$ cat config.mk
export PLATFORM = sky130hd
export DESIGN_NAME = mem_lsu_ctrl_flat
export DESIGN_NICKNAME = d
export VERILOG_FILES = /design/src/rtl/mem_lsu_ctrl_if.sv /design/src/rtl/mem_lsu_ctrl.sv /design/src/flat_wrapper.sv
export SDC_FILE = /design/constraint.sdc
export NUM_CORES = 1
export LEC_CHECK = 0
export ABC_CLOCK_PERIOD_IN_PS = 4100
export CORE_ASPECT_RATIO = 1.2
export CORE_MARGIN = 5
export CORE_UTILIZATION = 33
export CTS_CLUSTER_DIAMETER = 120
export CTS_CLUSTER_SIZE = 14
export DETAILED_ROUTE_END_ITERATION = 10
export GPL_TIMING_DRIVEN = 0
export PLACE_DENSITY_LB_ADDON = 0.08
export SLEW_MARGIN = 10
export SYNTH_ARGS = -nofsm -noshare
export SYNTH_HDL_FRONTEND = slang
export SYNTH_SLANG_ARGS = --single-unit
$ cat constraint.sdc
create_clock -name clk -period 4.1 [get_ports clk]
set_input_delay 0.41 -clock clk [delete_from_list [all_inputs] [get_ports clk]]
set_output_delay 0.41 -clock clk [all_outputs]
set_load 0.01 [all_outputs]
$ cat src/rtl/mem_lsu_ctrl_if.sv
// Request/response and SRAM signal bundle for the MEM-stage load/store controller.
// slave = controller side, master = pipeline side, sram = data memory side.
interface mem_lsu_ctrl_if #(
  parameter int unsigned DEPTH_W = 10
);
  logic                req_valid;
  logic                req_wr;
  logic [31:0]         req_addr;
  logic [31:0]         req_wdata;
  logic [1:0]          req_be_op;
  logic [2:0]          req_ld_op;
  logic                stall;
  logic                resp_valid;
  logic [31:0]         resp_rdata;
  logic                misalign;
  logic                mem_en;
  logic [3:0]          mem_we;
  logic [DEPTH_W-1:0]  mem_addr;
  logic [31:0]         mem_wdata;
  logic [31:0]         mem_rdata;

  modport slave (
    input  req_valid, req_wr, req_addr, req_wdata, req_be_op, req_ld_op, mem_rdata,
    output stall, resp_valid, resp_rdata, misalign, mem_en, mem_we, mem_addr, mem_wdata
  );

  modport master (
    output req_valid, req_wr, req_addr, req_wdata, req_be_op, req_ld_op,
    input  stall, resp_valid, resp_rdata, misalign
  );

  modport sram (
    input  mem_en, mem_we, mem_addr, mem_wdata,
    output mem_rdata
  );
endinterface

$ cat src/rtl/mem_lsu_ctrl.sv
// MEM-stage load/store controller: byte-lane stores, latency-stalled loads with
// alignment check and sign/zero extension of the returned data.
module mem_lsu_ctrl #(
  parameter int unsigned DEPTH_W = 10,
  parameter int unsigned RD_LAT  = 1
) (
  input  logic           clk,
  input  logic           rst,
  mem_lsu_ctrl_if.slave  bus
);
  localparam int unsigned CNT_W = 2;

  typedef enum logic {IDLE, RD_WAIT} state_e;

  state_e             state_q, state_d;
  logic [CNT_W-1:0]   cnt_q, cnt_d;
  logic [1:0]         off_q, off_d;
  logic [2:0]         op_q, op_d;

  logic               is_byte, is_half, mis_c;
  logic [7:0]         ld_byte;
  logic [15:0]        ld_half;
  logic [31:0]        ld_data;
  logic               unused_addr_c;

  assign unused_addr_c = ^bus.req_addr[31:DEPTH_W+2];

  always_ff @(posedge clk or posedge rst) begin
    if (rst) begin
      state_q <= IDLE;
      cnt_q   <= '0;
      off_q   <= '0;
      op_q    <= '0;
    end else begin
      state_q <= state_d;
      cnt_q   <= cnt_d;
      off_q   <= off_d;
      op_q    <= op_d;
    end
  end

  // Access size: stores decode be_op, loads decode ld_op; anything else is a word.
  always_comb begin
    is_byte = 1'b0;
    is_half = 1'b0;
    if (bus.req_wr) begin
      is_byte = (bus.req_be_op == 2'b11);
      is_half = (bus.req_be_op == 2'b10);
    end else begin
      is_byte = (bus.req_ld_op == 3'b001) || (bus.req_ld_op == 3'b010);
      is_half = (bus.req_ld_op == 3'b011) || (bus.req_ld_op == 3'b100);
    end
    mis_c = (is_half && bus.req_addr[0]) ||
            (!is_byte && !is_half && (bus.req_addr[1:0] != 2'b00));
  end

  // Lane extraction and extension from the latched offset/op.
  always_comb begin
    ld_byte = 8'h00;
    case (off_q)
      2'd0:    ld_byte = bus.mem_rdata[7:0];
      2'd1:    ld_byte = bus.mem_rdata[15:8];
      2'd2:    ld_byte = bus.mem_rdata[23:16];
      default: ld_byte = bus.mem_rdata[31:24];
    endcase
    ld_half = off_q[1] ? bus.mem_rdata[31:16] : bus.mem_rdata[15:0];
    case (op_q)
      3'b001:  ld_data = {24'h000000, ld_byte};
      3'b010:  ld_data = {{24{ld_byte[7]}}, ld_byte};
      3'b011:  ld_data = {16'h0000, ld_half};
      3'b100:  ld_data = {{16{ld_half[15]}}, ld_half};
      default: ld_data = bus.mem_rdata;
    endcase
  end

  always_comb begin
    state_d        = state_q;
    cnt_d          = cnt_q;
    off_d          = off_q;
    op_d           = op_q;
    bus.stall      = 1'b0;
    bus.resp_valid = 1'b0;
    bus.resp_rdata = 32'h0;
    bus.misalign   = 1'b0;
    bus.mem_en     = 1'b0;
    bus.mem_we     = 4'b0000;
    bus.mem_addr   = '0;
    bus.mem_wdata  = 32'h0;
    case (state_q)
      IDLE: begin
        // Gating on rst keeps every output quiet while reset is held.
        if (bus.req_valid && !rst) begin
          if (mis_c) begin
            bus.misalign = 1'b1;
          end else begin
            bus.mem_en   = 1'b1;
            bus.mem_addr = bus.req_addr[DEPTH_W+1:2];
            if (bus.req_wr) begin
              if (is_byte) begin
                bus.mem_we    = 4'(4'b0001 << bus.req_addr[1:0]);
                bus.mem_wdata = {4{bus.req_wdata[7:0]}};
              end else if (is_half) begin
                bus.mem_we    = 4'(4'b0011 << bus.req_addr[1:0]);
                bus.mem_wdata = {2{bus.req_wdata[15:0]}};
              end else begin
                bus.mem_we    = 4'b1111;
                bus.mem_wdata = bus.req_wdata;
              end
            end else begin
              bus.stall = 1'b1;
              state_d   = RD_WAIT;
              cnt_d     = CNT_W'(RD_LAT - 1);
              off_d     = bus.req_addr[1:0];
              op_d      = bus.req_ld_op;
            end
          end
        end
      end
      RD_WAIT: begin
        if (cnt_q != '0) begin
          cnt_d     = cnt_q - 1'b1;
          bus.stall = 1'b1;
        end else begin
          bus.resp_valid = 1'b1;
          bus.resp_rdata = ld_data;
          state_d        = IDLE;
        end
      end
      default: state_d = IDLE;
    endcase
  end
endmodule
$ cat src/flat_wrapper.sv
// flat-port wrapper written by rule: the top's interface ports become plain ports
module mem_lsu_ctrl_flat 
#(
  parameter int unsigned DEPTH_W = 10,
  parameter int unsigned RD_LAT  = 1
)
  (clk, rst, bus_req_valid, bus_req_wr, bus_req_addr, bus_req_wdata, bus_req_be_op, bus_req_ld_op, bus_mem_rdata, bus_stall, bus_resp_valid, bus_resp_rdata, bus_misalign, bus_mem_en, bus_mem_we, bus_mem_addr, bus_mem_wdata);
  mem_lsu_ctrl_if #(.DEPTH_W(DEPTH_W)) bus_i ();
  input  logic clk;
  input  logic rst;
  input wire logic [$bits(bus_i.req_valid)-1:0] bus_req_valid;
  input wire logic [$bits(bus_i.req_wr)-1:0] bus_req_wr;
  input wire logic [$bits(bus_i.req_addr)-1:0] bus_req_addr;
  input wire logic [$bits(bus_i.req_wdata)-1:0] bus_req_wdata;
  input wire logic [$bits(bus_i.req_be_op)-1:0] bus_req_be_op;
  input wire logic [$bits(bus_i.req_ld_op)-1:0] bus_req_ld_op;
  input wire logic [$bits(bus_i.mem_rdata)-1:0] bus_mem_rdata;
  output wire logic [$bits(bus_i.stall)-1:0] bus_stall;
  output wire logic [$bits(bus_i.resp_valid)-1:0] bus_resp_valid;
  output wire logic [$bits(bus_i.resp_rdata)-1:0] bus_resp_rdata;
  output wire logic [$bits(bus_i.misalign)-1:0] bus_misalign;
  output wire logic [$bits(bus_i.mem_en)-1:0] bus_mem_en;
  output wire logic [$bits(bus_i.mem_we)-1:0] bus_mem_we;
  output wire logic [$bits(bus_i.mem_addr)-1:0] bus_mem_addr;
  output wire logic [$bits(bus_i.mem_wdata)-1:0] bus_mem_wdata;
  assign bus_i.req_valid = bus_req_valid;
  assign bus_i.req_wr = bus_req_wr;
  assign bus_i.req_addr = bus_req_addr;
  assign bus_i.req_wdata = bus_req_wdata;
  assign bus_i.req_be_op = bus_req_be_op;
  assign bus_i.req_ld_op = bus_req_ld_op;
  assign bus_i.mem_rdata = bus_mem_rdata;
  assign bus_stall = bus_i.stall;
  assign bus_resp_valid = bus_i.resp_valid;
  assign bus_resp_rdata = bus_i.resp_rdata;
  assign bus_misalign = bus_i.misalign;
  assign bus_mem_en = bus_i.mem_en;
  assign bus_mem_we = bus_i.mem_we;
  assign bus_mem_addr = bus_i.mem_addr;
  assign bus_mem_wdata = bus_i.mem_wdata;
  mem_lsu_ctrl #(.DEPTH_W(DEPTH_W), .RD_LAT(RD_LAT)) u_core (.clk(clk), .rst(rst), .bus(bus_i));
endmodule
==> results of run 1 <==
==> cell usage after synthesis, types with 3 or more instances <==
master     n
a211oi_1  10
o22ai_1    3
o221a_2    4
xnor2_1    4
o211ai_1   7
nand2_1   34
o221a_1    4
nand2b_1   6
mux2_1     5
nor3_1     8
nor2b_1    3
mux2i_1   24
o21ai_0    7
and3_1    18
nor2_1    75
a21oi_1   26
inv_1      8
clkbuf_1  19
dfrtp_1    8
ha_1       5
==> power by group <==
group | switching (mW) | internal [mW]
sequential | 0.00773 | 0.0944
clock | 0.0299 | 0.0635
combinational | 0.353 | 0.274
==> logic make-up (layout without fill, tap and decap cells) <==
group / after synthesis / count (layout)
AND/OR/NAND/NOR: 152 / 152
AO/OA/AOI/OAI: 69 / 69
buffers and inverters: 32 / 200
multiplexers: 31 / 31
flip-flops: 8 / 8
adder cells (fa/ha/maj): 5 / 5
XOR/XNOR: 4 / 4
==> worst max-delay path, cell delays in order <==
cell	delay [ps]
clkdlybuf4s50_1	510
nand2b_1	200
a222oi_1	490
mux2_2	430
nand3_1	320
clkbuf_1	440
nor2_1	100
clkdlybuf4s50_1	550
==> sequential cells by signal, summed over array words and instances, names as in the netlist <==
signal and count:
u_core.op_q 3, u_core.cnt_q 2, u_core.state_q 1, u_core.off_q 2
==> metal layers <==
metal	GRT usage, %	vias to the layer above	wire [um]
met5	0	-	0
met4	5.731	0	90
met3	7.322	8	902
met2	42.21	143	4339
met1	24.76	1265	3346
li1	-	1400	-
==> cell type report <==
class                           instances  area [um^2]
Clock buffer                            3        41.29
Buffer                                 21        80.08
Tap cell                               64        80.08
Multi-Input combinational cell        261         1578
Inverter                               11        41.29
Timing Repair Buffer                  165         1652
Fill cell                             531         1958
Sequential cell                         8        200.2
==> through the flow <==
stage          utilization [%]  power, mW
3_3_place_gp             64.40     0.7229
3_5_place_dp             64.40     0.7260
2_1_floorplan                -     0.4823
6_report                 65.22     0.8227
4_1_cts                  65.13     0.8228
5_1_grt                  65.22     0.8865
==> how the worst max path moves through the flow <==
| stage | to | startpoint | cells past startpoint |
|---|---|---|---|
| 6_report | bus_mem_we[2] | bus_req_ld_op[2] | 8 |
| 5_1_grt | bus_mem_we[2] | bus_req_ld_op[2] | 8 |
| 4_1_cts | bus_mem_wdata[22] | bus_req_ld_op[0] | 7 |
| 3_5_place_dp | bus_mem_wdata[23] | bus_req_ld_op[0] | 7 |
| 3_3_place_gp | bus_mem_wdata[17] | bus_req_ld_op[0] | 7 |
| 2_1_floorplan | bus_mem_we[3] | bus_req_wr | 7 |
==> timing repair <==
item                       4_1_cts  5_1_grt
setup endpoints to repair        0        8
gates resized for setup          0        1
buffers inserted                 0        0
hold endpoints to repair         0        0
==> impl_metrics.env, run 1 <==
export IMPL_syn_to_final_growth_pct=93.86
export IMPL_finalCritPeriodShare_pct=94.44
export IMPL_ys_types=38
export IMPL_stdcell_count=533
export IMPL_pwr_density_cell_mw_per_mm2=224.0
export IMPL_die_area_mm2=0.007362
export IMPL_final_common_cell="clkdlybuf4s50_1"
export IMPL_min_period_ps=3872
export IMPL_start_util_pct=33.64
export IMPL_die_y_um=93.00
export IMPL_path_class="input port to primary output"
export IMPL_synth_cells=301
export IMPL_synth_top_family_by_area="simple AND/OR/NAND/NOR gates"
export IMPL_start_kind="input port"
export IMPL_worstHoldPathType="input port to asynchronous set/reset pin"
export IMPL_yosys_area_share_adder_pct=3.303
export IMPL_yosysWarnings=0
export IMPL_grt_pass1_vias=2875
export IMPL_tightest_slew_ps=1017
export IMPL_regToRegSetupSlack_ps=2560
export IMPL_dp_cells=530
export IMPL_max_freq_mhz=258.3
export IMPL_synth_edf_count=0
export IMPL_grt_overflow=0
export IMPL_clock_skew_ps=0.4766
export IMPL_track_usage_pct=22.81
export IMPL_drive_above_1_share_pct=2.985
export IMPL_synthTopCellsByArea="nor2_1 15%, mux2i_1 13%, dfrtp_1 11%"
export IMPL_cts_sinks=8
export IMPL_drt_total_wl_mm=8.678
export IMPL_drtIter0Drc=154
export IMPL_clock_root_buffer="clkbuf_8"
export IMPL_antenna_found_initial=0
export IMPL_synth_fp_nets=411
export IMPL_final_cell_mix="165 x clkdlybuf4s50_1, 75 x nor2_1, 34 x nand2_1"
export IMPL_ys_seq_elements=8
export IMPL_synth_seq_area_share_pct=10.57
export IMPL_ios=187
export IMPL_peakVddDrop_mv=0.1516
export IMPL_dpl_cell_area_mm2=0.003626
export IMPL_endpoint_kind="primary output"
export IMPL_chipWidth_um=79.17
export IMPL_fin_nets=581
export IMPL_reg2reg_from="u_core.state_q"
export IMPL_holdWs_ps=444.7
export IMPL_ys_flop_type="dfrtp_1"
export IMPL_finalSetupViolations=0
export IMPL_synthArstFlopShare_pct=100.0
export IMPL_outcome="finished clean"
export IMPL_dr_pass1_iters=6
export IMPL_timing_slew_headroom_pct=32.03
export IMPL_drv_cap=0
export IMPL_coreArea_mm2=0.005630
export IMPL_fin_setup_tns_ps=0
export IMPL_place_ws_ps=125.6
export IMPL_netlist_area_mm2=0.001894
export IMPL_final_area_mm2=0.003672
export IMPL_synth_simple_area_share_pct=36.00
export IMPL_dp_hpwl_mm=7.161
export IMPL_synth_xor_area_share_pct=1.849
export IMPL_p_leak_nw=1.467
export IMPL_hold_buffers=0
export IMPL_clk_pin_slew_ps=40
export IMPL_synth_top_area_share_pct=14.86
export IMPL_synth_compound_area_share_pct=24.44
export IMPL_htreeDepth=1
export IMPL_antenna_cells=0
export IMPL_path_max_fanout=10
export IMPL_arrival_ps=3460
export IMPL_hold_viol=0
export IMPL_grt_start_max_net_pins=11
export IMPL_required_ps=3690
export IMPL_cts_inserted_buffers=3
export IMPL_synth_top_area_cell="nor2_1"
export IMPL_cts_tree="done"
export IMPL_portBuffers=165
export IMPL_rsz0062_at_grt="false"
export IMPL_r2r_end="u_core.off_q[0]"
export IMPL_reg2reg_depth=3
export IMPL_vias_per_cell=5.283
export IMPL_wl_per_cell_um=16.28
export IMPL_drv_slew=0
export IMPL_gp_congestion=0.8647
export IMPL_fp_row_count=30
export IMPL_grt_pass1_wl_mm=13.83
export IMPL_synth_area_mux_share_pct=17.44
export IMPL_clk_path_buf_depth=2
export IMPL_ant_nets=0
export IMPL_drt_drc_violations_left=0
export IMPL_setup_ws_ps=228.1
export IMPL_synth_avg_cell_area_um2=6.293
export IMPL_clock_latency_ps=220
export IMPL_via_count=2816
Power figures use the tool's default switching activity.
==> run 2: changes to the inputs <==
--- a/config.mk
+++ b/config.mk
@@ -13,7 +13,7 @@
 export CTS_CLUSTER_SIZE = 14
 export DETAILED_ROUTE_END_ITERATION = 10
 export GPL_TIMING_DRIVEN = 0
-export PLACE_DENSITY_LB_ADDON = 0.08
+export PLACE_DENSITY = 0.89
 export SLEW_MARGIN = 10
 export SYNTH_ARGS = -nofsm -noshare
 export SYNTH_HDL_FRONTEND = slang
==> run 2 against run 1 <==
Against the previous run: count of clock-buffer cells in the layout stayed put; critical path depth did not move; highest routed layer unchanged; first-iteration DRC count is the same; maximum frequency up 2.6%.
==> impl_metrics.env, run 2 (synthesis gave the netlist of run 1 again) <==
export IMPL_grt_start_max_net_pins=11
export IMPL_fp_row_count=30
export IMPL_dpl_cell_area_mm2=0.003626
export IMPL_stdcell_count=533
export IMPL_top_regs="u_core.op_q (3), u_core.cnt_q (2), u_core.off_q (2)"
export IMPL_coreArea_mm2=0.005630
export IMPL_htreeDepth=1
export IMPL_clock_latency_ps=220
export IMPL_drive_above_1_share_pct=2.985
export IMPL_final_area_mm2=0.003672
export IMPL_gp_congestion=0.8866
export IMPL_outcome="finished clean"
export IMPL_arrival_ps=3360
export IMPL_cts_setup_buffers=0
export IMPL_dp_cells=530
export IMPL_final_common_cell="clkdlybuf4s50_1"
export IMPL_dp_hpwl_mm=7.286
export IMPL_holdWs_ps=447.9
export IMPL_dr_pass1_iters=5
export IMPL_portBuffers=165
export IMPL_finish_utilization_pct=65.22
export IMPL_worstHoldPathType="input port to asynchronous set/reset pin"
export IMPL_path_class="input port to primary output"
export IMPL_ant_nets=0
export IMPL_grt_pass1_vias=2943
export IMPL_top_register="u_core.op_q"
export IMPL_fin_nets=581
export IMPL_peakVddDrop_mv=0.1646
export IMPL_ios=187
export IMPL_antenna_found_initial=0
export IMPL_drtIter0Drc=154
export IMPL_vias_per_cell=5.488
export IMPL_grt_pass1_wl_mm=13.81
export IMPL_track_usage_pct=22.84
export IMPL_drv_cap=0
export IMPL_rsz0062_at_grt="false"
export IMPL_final_cell_mix="165 x clkdlybuf4s50_1, 75 x nor2_1, 34 x nand2_1"
export IMPL_path_max_fanout=10
export IMPL_die_area_mm2=0.007362
export IMPL_required_ps=3690
export IMPL_cts_tree="done"
export IMPL_timing_slew_headroom_pct=35.61
export IMPL_cts_sinks=8
export IMPL_drt_total_wl_mm=8.810
export IMPL_clk_pin_slew_ps=40
export IMPL_via_count=2925
export IMPL_chipWidth_um=79.17
export IMPL_finalSetupViolations=0
export IMPL_die_y_um=93.00
export IMPL_grt_overflow=0
export IMPL_p_leak_nw=1.467
export IMPL_largest_register_ffs=3
export IMPL_wl_per_cell_um=16.53
export IMPL_tightest_slew_ps=962.3
export IMPL_cts_inserted_buffers=3
export IMPL_pwr_density_cell_mw_per_mm2=227.6
export IMPL_drt_drc_violations_left=0
export IMPL_endpoint_kind="primary output"
export IMPL_min_period_ps=3775
export IMPL_syn_to_final_growth_pct=93.86
export IMPL_finalCritPeriodShare_pct=92.06
export IMPL_drv_slew=0
export IMPL_fin_setup_tns_ps=0
export IMPL_max_freq_mhz=264.9
export IMPL_hold_viol=0
export IMPL_start_kind="input port"
export IMPL_clk_path_buf_depth=2
export IMPL_start_util_pct=33.64
export IMPL_clock_root_buffer="clkbuf_8"
export IMPL_clock_skew_ps=0.8070
export IMPL_antenna_cells=0
[run 2: path summary, 6_finish.rpt]
check                            startpoint                end  slack, ps  cells after the start
hold / removal                          rst     u_core.state_q        450                      2
min in group clk            u_core.cnt_q[0]    u_core.cnt_q[0]        530                      2
setup / recovery           bus_req_ld_op[2]  bus_mem_wdata[13]        330                      8
max in group asynchronous               rst     u_core.op_q[0]       3410                      2
setup reg to reg             u_core.state_q     u_core.op_q[1]       2580                      3
hold reg to reg             u_core.cnt_q[0]    u_core.cnt_q[0]        530                      2
[run 2: cell type report]
cell class | instances | area (um^2)
well taps | 64 | 80.08
multi-input cells | 261 | 1578
fillers | 490 | 1958
plain buffers | 21 | 80.08
repair buffers | 165 | 1652
inverters | 11 | 41.29
flip-flops and latches | 8 | 200.2
clock buffers | 3 | 41.29
[run 2: what timing repair did]
| item | in CTS | in global routing |
|---|---|---|
| setup endpoints to repair | 0 | 6 |
| hold endpoints to repair | 0 | 0 |
| hold buffers | 0 | 0 |
| resized for setup | 0 | 1 |
[run 2: where the power goes]
group          internal (mW)  switching, mW  total, mW
Clock                 0.0632         0.0269     0.0901
Combinational          0.274          0.370      0.644
Sequential            0.0944        0.00708      0.102
Total                  0.432          0.404      0.836
[run 2: through the flow]
stage               worst slack (ps)  power [mW]
floorplan                       1605      0.4823
global placement               276.8      0.7185
detailed placement             203.3      0.7339
CTS                            165.4      0.8297
global route                   77.00      0.9007
finish                         325.5      0.8359
[run 2: critical path, stage by stage]
cell	delay, ps
clkdlybuf4s50_1	510
nand2b_1	200
a222oi_1	450
mux2_2	440
nand3_1	290
clkbuf_1	420
a21oi_1	120
clkdlybuf4s50_1	510
[run 2: layer usage]
metal	share of wire [%]	wire (um)	global-route usage, %
met1	35	3074	22.50
met4	1.6	141	7.020
met2	51	4457	44.17
met5	0	0	0
met3	13	1136	7.611
==> run 3: changes to the inputs <==
--- a/config.mk
+++ b/config.mk
@@ -7,14 +7,12 @@
 export LEC_CHECK = 0
 export ABC_CLOCK_PERIOD_IN_PS = 4100
 export CORE_ASPECT_RATIO = 1.2
-export CORE_MARGIN = 5
 export CORE_UTILIZATION = 33
 export CTS_CLUSTER_DIAMETER = 120
 export CTS_CLUSTER_SIZE = 14
 export DETAILED_ROUTE_END_ITERATION = 10
 export GPL_TIMING_DRIVEN = 0
 export PLACE_DENSITY = 0.89
-export SLEW_MARGIN = 10
 export SYNTH_ARGS = -nofsm -noshare
 export SYNTH_HDL_FRONTEND = slang
 export SYNTH_SLANG_ARGS = --single-unit
==> run 3 against run 2 <==
Against the previous run: the flow now finishes with violations (design-rule violations); core utilization grew 2.6 points; via count increased by 0.62%; total power shrank 0.32%; clock skew about the same; sequential share of layout area about the same; maximum frequency is 1.6% lower; die area is 18% lower; cell count decreased by 0.38%; sequential power about the same; critical endpoint is now bus_mem_wdata[17]; largest cell class unchanged.
==> impl_metrics.env, run 3 (synthesis gave the netlist of run 1 again) <==
export IMPL_track_usage_pct=27.55
export IMPL_fin_setup_tns_ps=0
export IMPL_hold_viol=0
export IMPL_drv_cap=0
export IMPL_tightest_slew_ps=1130
export IMPL_path_max_fanout=9
export IMPL_grt_overflow=0
export IMPL_drt_drc_violations_left=14
export IMPL_drt_total_wl_mm=8.495
export IMPL_clk_pin_slew_ps=40
export IMPL_die_area_mm2=0.006049
export IMPL_clk_path_buf_depth=2
export IMPL_multi_input_area_mm2=0.001573
export IMPL_finalSetupViolations=0
export IMPL_fp_row_count=29
export IMPL_endpoint_kind="primary output"
export IMPL_via_count=2943
export IMPL_rsz0062_at_grt="false"
export IMPL_endpoint="bus_mem_wdata[17]"
export IMPL_dpl_cell_area_mm2=0.003623
export IMPL_max_freq_mhz=260.6
export IMPL_timing_slew_headroom_pct=24.02
export IMPL_violations="design-rule violations"
export IMPL_final_area_mm2=0.003665
export IMPL_reg2reg_from="u_core.state_q"
export IMPL_top_register="u_core.op_q"
export IMPL_startpoint="bus_req_ld_op[0]"
export IMPL_cts_inserted_buffers=3
export IMPL_nFillCells=480
export IMPL_dp_hpwl_mm=6.820
export IMPL_r2r_end="u_core.off_q[0]"
export IMPL_reg2reg_depth=3
export IMPL_dr_pass1_iters=8
export IMPL_grt_pass1_wl_mm=13.32
export IMPL_place_ws_ps=272.4
export IMPL_largest_register_ffs=3
export IMPL_wl_per_cell_um=16.00
export IMPL_final_common_cell="clkdlybuf4s50_1"
export IMPL_path_class="input port to primary output"
export IMPL_coreArea_mm2=0.005406
export IMPL_drtIter0Drc=228
export IMPL_worstHoldPathType="input port to asynchronous set/reset pin"
export IMPL_portBuffers=165
export IMPL_htreeDepth=1
export IMPL_p_leak_nw=1.465
export IMPL_chipWidth_um=71.17
export IMPL_cts_tree="done"
export IMPL_holdWs_ps=428.3
export IMPL_clock_latency_ps=230
export IMPL_clock_skew_ps=0.5436
export IMPL_antenna_cells=0
export IMPL_cts_setup_buffers=0
export IMPL_grt_start_max_net_pins=11
export IMPL_setup_ws_ps=262.4
export IMPL_p_total_uw=833.2
export IMPL_top_regs="u_core.op_q (3), u_core.cnt_q (2), u_core.off_q (2)"
export IMPL_finalCritPeriodShare_pct=93.60
export IMPL_grt_pass1_vias=2928
export IMPL_clock_root_buffer="clkbuf_8"
export IMPL_vias_per_cell=5.542
export IMPL_syn_to_final_growth_pct=93.46
export IMPL_outcome="finished, violations left"
export IMPL_ant_nets=0
export IMPL_regToRegSetupSlack_ps=2560
export IMPL_die_y_um=85.00
export IMPL_cts_sinks=8
export IMPL_cts_resized=0
export IMPL_ios=187
export IMPL_peakVddDrop_mv=0.1529
export IMPL_drive_above_1_share_pct=2.772
export IMPL_hold_buffers=0
export IMPL_start_kind="input port"
export IMPL_gp_congestion=0.9074
export IMPL_arrival_ps=3430
export IMPL_pwr_density_cell_mw_per_mm2=227.4
export IMPL_drv_slew=0
export IMPL_fin_nets=581
export IMPL_start_util_pct=35.04
export IMPL_required_ps=3690
export IMPL_final_cell_mix="165 x clkdlybuf4s50_1, 75 x nor2_1, 34 x nand2_1"
export IMPL_regArea_um2=200.2
export IMPL_antenna_found_initial=0
export IMPL_min_period_ps=3838
-- run 3: cell type report --
type	instances	area share, %
sequential	8	5.463
timing repair buffer	165	45.07
clock buffer	3	1.127
tap	62	2.117
inverter	11	1.127
multi-input combinational	261	42.92
buffer	21	2.185
-- run 3: worst min path at each step --
stage	from	to	slack, ps	depth (start not counted)
2_1_floorplan	rst	u_core.cnt_q[0]	230	1
3_3_place_gp	u_core.cnt_q[0]	u_core.cnt_q[0]	510	2
3_5_place_dp	u_core.cnt_q[0]	u_core.cnt_q[0]	520	2
4_1_cts	rst	u_core.off_q[1]	430	2
5_1_grt	rst	u_core.off_q[1]	510	2
6_report	rst	u_core.off_q[1]	430	2
-- run 3: metrics by stage --
stage / utilization (%) / instances
floorplan: - / 301
global placement: 67.02 / 528
detailed placement: 67.02 / 528
CTS: 67.79 / 531
global route: 67.79 / 531
finish: 67.79 / 531
-- run 3: critical path, cell delays in order --
cell	delay (ps)
clkdlybuf4s50_1	550
xnor2_1	130
o31ai_1	910
nor2_1	510
mux2i_1	220
nor2_1	140
clkdlybuf4s50_1	550
-- run 3: per-layer routing --
| metal | up-vias | GRT usage, % | wire [um] |
|---|---|---|---|
| met5 | - | 0 | 0 |
| met4 | 0 | 10.73 | 235 |
| met3 | 21 | 7.126 | 1069 |
| met2 | 199 | 54.46 | 4309 |
| met1 | 1322 | 26.54 | 2880 |
| li1 | 1401 | - | - |
-- run 3: report_power, final --
group | internal [mW] | switching (mW)
clock | 0.0635 | 0.0302
sequential | 0.0945 | 0.00793
combinational | 0.274 | 0.363
total | 0.432 | 0.401
